File: src/rtl/alu_digit_serial.sv
// alu_digit_serial
//   Digit-serial ALU. Operands of WIDTH bits are consumed DIGIT bits per clock,
//   least significant digit first, through one shared digit datapath. The
//   carry between digits is held in a register. A request is taken with a
//   valid/ready handshake. The result and flags are registered and held until
//   the downstream side accepts them.
//
//   Parameters
//     WIDTH : operand/result width. Must be a multiple of DIGIT and >= 2*DIGIT.
//     DIGIT : bits processed per clock (1, 2 or 4).
//
//   Optional build macro
//     ALU_DIGIT_SERIAL_OVERFLOW_EN : adds tx_overflowflag, the signed overflow
//                                    flag for ADD/SUB.
//
//   Ports
//     rx_clk, rx_reset  : clock and synchronous active-high reset
//     rx_valid/tx_ready : request handshake; tx_ready is high only in IDLE
//     rx_what_op        : 000 ADD, 001 SUB, 010 ROL, 011 AND, 100 ORR,
//                         101 EOR, 110/111 illegal
//     rx_carryflag      : carry/borrow-in for ADD/SUB/ROL
//     rx_operand0/1     : operands A and B
//     tx_valid/rx_ready : result handshake
//     tx_result         : result
//     tx_carryflag      : carry (ADD/ROL), borrow (SUB), 0 for logic ops
//     tx_zeroflag       : result == 0
//     tx_signflag       : result MSB
//     tx_error          : the last accepted opcode was illegal
//
//   state | meaning
//   IDLE  | ready for a request; the previous result and flags are still visible
//   RUN   | one digit processed per cycle, N = WIDTH/DIGIT cycles
//   DONE  | result valid, held until rx_ready

module alu_digit_serial #(
  parameter int WIDTH = 8,
  parameter int DIGIT = 2
) (
  input  logic             rx_clk,
  input  logic             rx_reset,
  input  logic             rx_valid,
  output logic             tx_ready,
  input  logic [2:0]       rx_what_op,
  input  logic             rx_carryflag,
  input  logic [WIDTH-1:0] rx_operand0,
  input  logic [WIDTH-1:0] rx_operand1,
  output logic             tx_valid,
  input  logic             rx_ready,
  output logic [WIDTH-1:0] tx_result,
  output logic             tx_carryflag,
  output logic             tx_zeroflag,
  output logic             tx_signflag,
  output logic             tx_error
`ifdef ALU_DIGIT_SERIAL_OVERFLOW_EN
  ,
  output logic             tx_overflowflag
`endif
);

  localparam int N  = WIDTH / DIGIT;
  localparam int CW = (N > 1) ? $clog2(N) : 1;

  localparam logic [2:0] OP_ADD = 3'b000;
  localparam logic [2:0] OP_SUB = 3'b001;
  localparam logic [2:0] OP_ROL = 3'b010;
  localparam logic [2:0] OP_AND = 3'b011;
  localparam logic [2:0] OP_ORR = 3'b100;
  localparam logic [2:0] OP_EOR = 3'b101;

  typedef enum logic [1:0] {
    IDLE = 2'd0,
    RUN  = 2'd1,
    DONE = 2'd2
  } state_t;

  state_t state_q, state_d;

  logic [2:0]       op_q;
  logic [WIDTH-1:0] a_q, b_q;
  logic [WIDTH-1:0] res_q;
  logic [CW-1:0]    cnt_q;
  logic             c_q;
  logic             carry_flag_q, zero_flag_q, sign_flag_q, error_q;

  logic [DIGIT-1:0] a_d, b_d, b_eff, s_d;
  logic [DIGIT:0]   sum_d;
  logic [DIGIT:0]   rol_d;
  logic             c_out;
  logic [WIDTH-1:0] res_next;
  logic             last_digit;
  logic             op_legal;
  logic             final_carry;

`ifdef ALU_DIGIT_SERIAL_OVERFLOW_EN
  logic ovf_flag_q;
  logic c_into_msb;
  logic ovf_d;
`endif

  assign op_legal = (rx_what_op <= OP_EOR);

  // The operand registers shift right by one digit per RUN cycle, so the
  // digit selected by the counter always sits in the low DIGIT bits.
  assign a_d = a_q[DIGIT-1:0];
  assign b_d = b_q[DIGIT-1:0];

  // Subtraction runs as A + ~B + carry, where the chained carry is the
  // inverted borrow.
  assign b_eff = (op_q == OP_SUB) ? ~b_d : b_d;
  assign sum_d = {1'b0, a_d} + {1'b0, b_eff} + {{DIGIT{1'b0}}, c_q};

  // For ROL the chained "carry" is the top bit of the previous digit of A.
  // For the first digit it is the carry-in.
  assign rol_d = {a_d, c_q};

  always_comb begin
    s_d   = '0;
    c_out = 1'b0;
    case (op_q)
      OP_ADD, OP_SUB: begin
        s_d   = sum_d[DIGIT-1:0];
        c_out = sum_d[DIGIT];
      end
      OP_ROL: begin
        s_d   = rol_d[DIGIT-1:0];
        c_out = a_d[DIGIT-1];
      end
      OP_AND: s_d = a_d & b_d;
      OP_ORR: s_d = a_d | b_d;
      OP_EOR: s_d = a_d ^ b_d;
      default: begin
        s_d   = '0;
        c_out = 1'b0;
      end
    endcase
  end

  // New digits enter at the top. After N shifts, every digit is in place.
  assign res_next   = {s_d, res_q[WIDTH-1:DIGIT]};
  assign last_digit = (cnt_q == CW'(N - 1));

  always_comb begin
    final_carry = 1'b0;
    case (op_q)
      OP_ADD, OP_ROL: final_carry = c_out;
      OP_SUB:         final_carry = ~c_out;
      default:        final_carry = 1'b0;
    endcase
  end

`ifdef ALU_DIGIT_SERIAL_OVERFLOW_EN
  // Signed overflow is the XOR of the carries into and out of the result MSB.
  // These are only meaningful on the final digit.
  assign c_into_msb = a_d[DIGIT-1] ^ b_eff[DIGIT-1] ^ s_d[DIGIT-1];
  assign ovf_d      = ((op_q == OP_ADD) || (op_q == OP_SUB)) && (c_into_msb ^ c_out);
`endif

  always_comb begin
    state_d = state_q;
    case (state_q)
      IDLE: if (rx_valid) state_d = op_legal ? RUN : DONE;
      RUN:  if (last_digit) state_d = DONE;
      DONE: if (rx_ready) state_d = IDLE;
      default: state_d = IDLE;
    endcase
  end

  always_ff @(posedge rx_clk) begin
    if (rx_reset) begin
      state_q <= IDLE;
    end else begin
      state_q <= state_d;
    end
  end

  always_ff @(posedge rx_clk) begin
    if (rx_reset) begin
      op_q         <= OP_ADD;
      a_q          <= '0;
      b_q          <= '0;
      res_q        <= '0;
      cnt_q        <= '0;
      c_q          <= 1'b0;
      carry_flag_q <= 1'b0;
      zero_flag_q  <= 1'b0;
      sign_flag_q  <= 1'b0;
      error_q      <= 1'b0;
`ifdef ALU_DIGIT_SERIAL_OVERFLOW_EN
      ovf_flag_q   <= 1'b0;
`endif
    end else begin
      case (state_q)
        IDLE: begin
          if (rx_valid) begin
            op_q         <= rx_what_op;
            a_q          <= rx_operand0;
            b_q          <= rx_operand1;
            res_q        <= '0;
            cnt_q        <= '0;
            // The carry register holds the inverted borrow for SUB.
            c_q          <= (rx_what_op == OP_SUB) ? ~rx_carryflag : rx_carryflag;
            carry_flag_q <= 1'b0;
            sign_flag_q  <= 1'b0;
            error_q      <= ~op_legal;
            // An illegal opcode goes straight to DONE with a zero result.
            zero_flag_q  <= ~op_legal;
`ifdef ALU_DIGIT_SERIAL_OVERFLOW_EN
            ovf_flag_q   <= 1'b0;
`endif
          end
        end
        RUN: begin
          res_q <= res_next;
          a_q   <= a_q >> DIGIT;
          b_q   <= b_q >> DIGIT;
          c_q   <= c_out;
          cnt_q <= cnt_q + CW'(1);
          if (last_digit) begin
            carry_flag_q <= final_carry;
            zero_flag_q  <= (res_next == '0);
            sign_flag_q  <= res_next[WIDTH-1];
`ifdef ALU_DIGIT_SERIAL_OVERFLOW_EN
            ovf_flag_q   <= ovf_d;
`endif
          end
        end
        default: begin
        end
      endcase
    end
  end

  always_comb begin
    tx_ready = 1'b0;
    tx_valid = 1'b0;
    case (state_q)
      IDLE:    tx_ready = 1'b1;
      DONE:    tx_valid = 1'b1;
      default: begin
      end
    endcase
  end

  assign tx_result    = res_q;
  assign tx_carryflag = carry_flag_q;
  assign tx_zeroflag  = zero_flag_q;
  assign tx_signflag  = sign_flag_q;
  assign tx_error     = error_q;
`ifdef ALU_DIGIT_SERIAL_OVERFLOW_EN
  assign tx_overflowflag = ovf_flag_q;
`endif

endmodule

File: config.mk
export PLATFORM = sky130hd
export DESIGN_NAME = alu_digit_serial
export DESIGN_NICKNAME = d
export VERILOG_FILES = /design/src/rtl/alu_digit_serial.sv
export SDC_FILE = /design/constraint.sdc
export NUM_CORES = 1
export LEC_CHECK = 0
export BUFFER_PORTS_ARGS = -buffer_cell sky130_fd_sc_hd__buf_2
export CAP_MARGIN = 25
export CORE_MARGIN = 2
export CORE_UTILIZATION = 53
export DETAILED_ROUTE_END_ITERATION = 7
export PLACE_DENSITY = 0.74
export SYNTH_ARGS = -nofsm -noshare
export SYNTH_HDL_FRONTEND = slang
export SYNTH_SLANG_ARGS = --single-unit
File: constraint.sdc
create_clock -name rx_clk -period 3.2 [get_ports rx_clk]
set_input_delay 0.32 -clock rx_clk [delete_from_list [all_inputs] [get_ports rx_clk]]
set_output_delay 0.32 -clock rx_clk [all_outputs]
set_load 0.02 [all_outputs]
==> metrics.cfg <==
[timing]
period_share_pct = 87.2
holdWs_ns = 0.214
worstMarginPinSlew_ns = 0.663
tns_ns = 0
max_freq_mhz = 358
finalCriticalPeriod_ns = 2.79
slew_viol_final = 0
rsz0062_at_grt = no
slew_headroom_pct = 55.8
hold_viol = 0
setup_viol = 0
fin_skew_ns = 0.00559

[cts]
insertion_delay_ns = 0.34
postCtsSetupBuffers = 0
clk_pin_slew_ns = 0.11
h-tree-depth = 2
cts_tree = built
cts_hold_buf = 0
postCtsResizedCells = 0
root_buffer = clkbuf_4
cts_buffers = 5
clock_path_buffers = 2
cts.sinks = 36

[setup_path]
cp.required_ns = 3.46
path_max_fanout = 14
endpoint_kind = flip-flop
crit_type = flip-flop to flip-flop
ff2ff_path_depth = 9
r2r_end = tx_zeroflag
crit_path_start_kind = flip-flop
worstPathArrival_ns = 3.05
rr_startpoint = op_q[1]
regToRegSetupSlack_ns = 0.41

[global_route]
grt_pass1_wl_um = 6070
grtUsageTotal_pct = 22.3
grt_pass1_vias = 1379
grt_max_degree = 37
grt_antenna_before_repair = 0
globalRouteOverflowTotal = 0

[run_status]
status = finished clean

[routing]
vias = 1546
first_iter_violations = 92
vias_per_cell = 5.39
drtAntennaViolNets = 0
wl_um = 3690
firstDrtPassIters = 4
routedWlPerCell_um = 12.9
drc = 0

[worst_hold_path]
whs_path_depth = 3
min-delay-start = rx_operand1[7]
hold_class = input port to flip-flop
holdPathEnd = b_q[7]

[synth]
syn_nets = 240
synth_ff_type = dfxtp_1
yosysTopAreaCellShare_pct = 41.3
synthTopCellsByArea = dfxtp_1, nor2_1, nand2_1, a311oi_1, a22oi_1
ys_warn_count = 0
synth_edf_count = 0
ys_seq_elements = 36
synthCells = 209
synth.avg_cell_area_um2 = 8.34
seq_area_frac_synth_pct = 41.3
netlist_top_cells_count = nor2_1, dfxtp_1, nand2_1
synth_area_leader_cell = dfxtp_1
yosysMostFrequentCell = nor2_1
postSynth.asyncResetShare_pct = 0
syn_area_um2 = 1740
synth_cell_type_count = 37

[die]
io_pins = 38
fp-row-count = 20
die-area_um2 = 3760
die_w_um = 61.3
start_util_pct = 56.2
core_area_um2 = 3100
die_y_um = 61.3

[place]
numPortBuffers = 37
gp_congestion = 0.798
post-dp-hpwl_um = 2550

[final_layout]
final_layout_size_suffix_gt1_share_pct = 21.4
n_fill_cell = 306
regArea_um2 = 721
areaGrowthSynthToFinish_pct = 14.9
antenna_cells = 0
final_nets = 273
multi_input_area_um2 = 922

[power_and_ir_drop]
p_leak_nw = 0.856
p_per_area_nw_per_um2 = 481
ir_drop_mv = 0.341

[job]
maxCapViolCount = 0

cell families after synthesis:
group | share of synthesized area, %
xor gates and xnor gates | 1.51
AOI/OAI and AO/OA | 20.7
buffers and inverters | 5.74
adders and majority gates | 5.89
muxes | 1.15
and+or+nand+nor | 23.7
DFF | 41.3
per-layer routing:
| layer | part of all wire, % | global-route usage [%] | up-vias |
|---|---|---|---|
| met5 | 0 | 0 | - |
| met1 | 48 | 28.5 | 722 |
| met2 | 46 | 35.6 | 23 |
| met3 | 3.6 | 5.04 | 8 |
| met4 | 2.1 | 10.9 | 0 |
| li1 | - | - | 793 |
flip-flops by register name, summed over array words and instances (netlist names):
| register | cells |
|---|---|
| b_q | 8 |
| op_q | 3 |
| tx_result | 8 |
| cnt_q | 2 |
| state_q | 2 |
| tx_zeroflag | 1 |
| c_q | 1 |
| tx_carryflag | 1 |
| tx_error | 1 |
| tx_signflag | 1 |
| a_q | 8 |
critical path, stage by stage (launching register included):
cell      delay [ns]
dfxtp_1         0.45
nor2_1          0.26
nand2_1         0.14
xnor2_1         0.17
fa_1            0.38
fa_1            0.45
a21oi_2         0.12
o211ai_1        0.15
or3_1           0.40
a221oi_2        0.20
cell usage in the layout, fill, tap and decap left out, types with 3 or more instances in the layout:
cell type	synthesis	layout
dfxtp_1	36	36
nor2b_1	5	5
nand2_1	31	31
ha_1	5	5
a22oi_1	13	13
xnor2_1	3	3
a21oi_1	6	6
nor2_1	42	42
buf_2	5	37
a311oi_1	12	12
a31oi_1	3	3
buf_4	0	4
clkbuf_4	0	5
inv_1	8	8
per-stage QoR:
step	setup WS, ns	area (µm²)	cells	power [mW]	utilization, %
global route	0.189	2000	287	1.02	64.5
finish	0.408	2000	287	0.963	64.5
detailed placement	0.430	1940	279	0.718	62.6
CTS	0.399	2000	287	0.969	64.5
global placement	0.490	1940	279	0.715	62.6
floorplan	0.606	1740	209	0.661	-
where the power goes:
part / switching [mW] / internal (mW)
logic: 0.115 / 0.0815
clock network: 0.148 / 0.108
registers: 0.0311 / 0.479
worst max-delay path by stage:
stage | endpoint | cells after the start | slack (ns) | start
detailed placement | tx_zeroflag | 9 | 0.43 | op_q[1]
finish | tx_zeroflag | 9 | 0.41 | op_q[1]
CTS | tx_zeroflag | 9 | 0.40 | op_q[1]
global placement | tx_zeroflag | 9 | 0.49 | op_q[1]
global route | tx_zeroflag | 9 | 0.19 | op_q[1]
floorplan | tx_zeroflag | 10 | 0.61 | op_q[1]
final cells by class:
class                      count  area share, %
inverter                       8           1.50
multi-input combinational    150           46.1
tap                           44           2.75
sequential                    36           36.0
clock buffer                   8           2.94
timing repair buffer          41           10.7
Note: power is estimated with default switching activity, not from simulation.
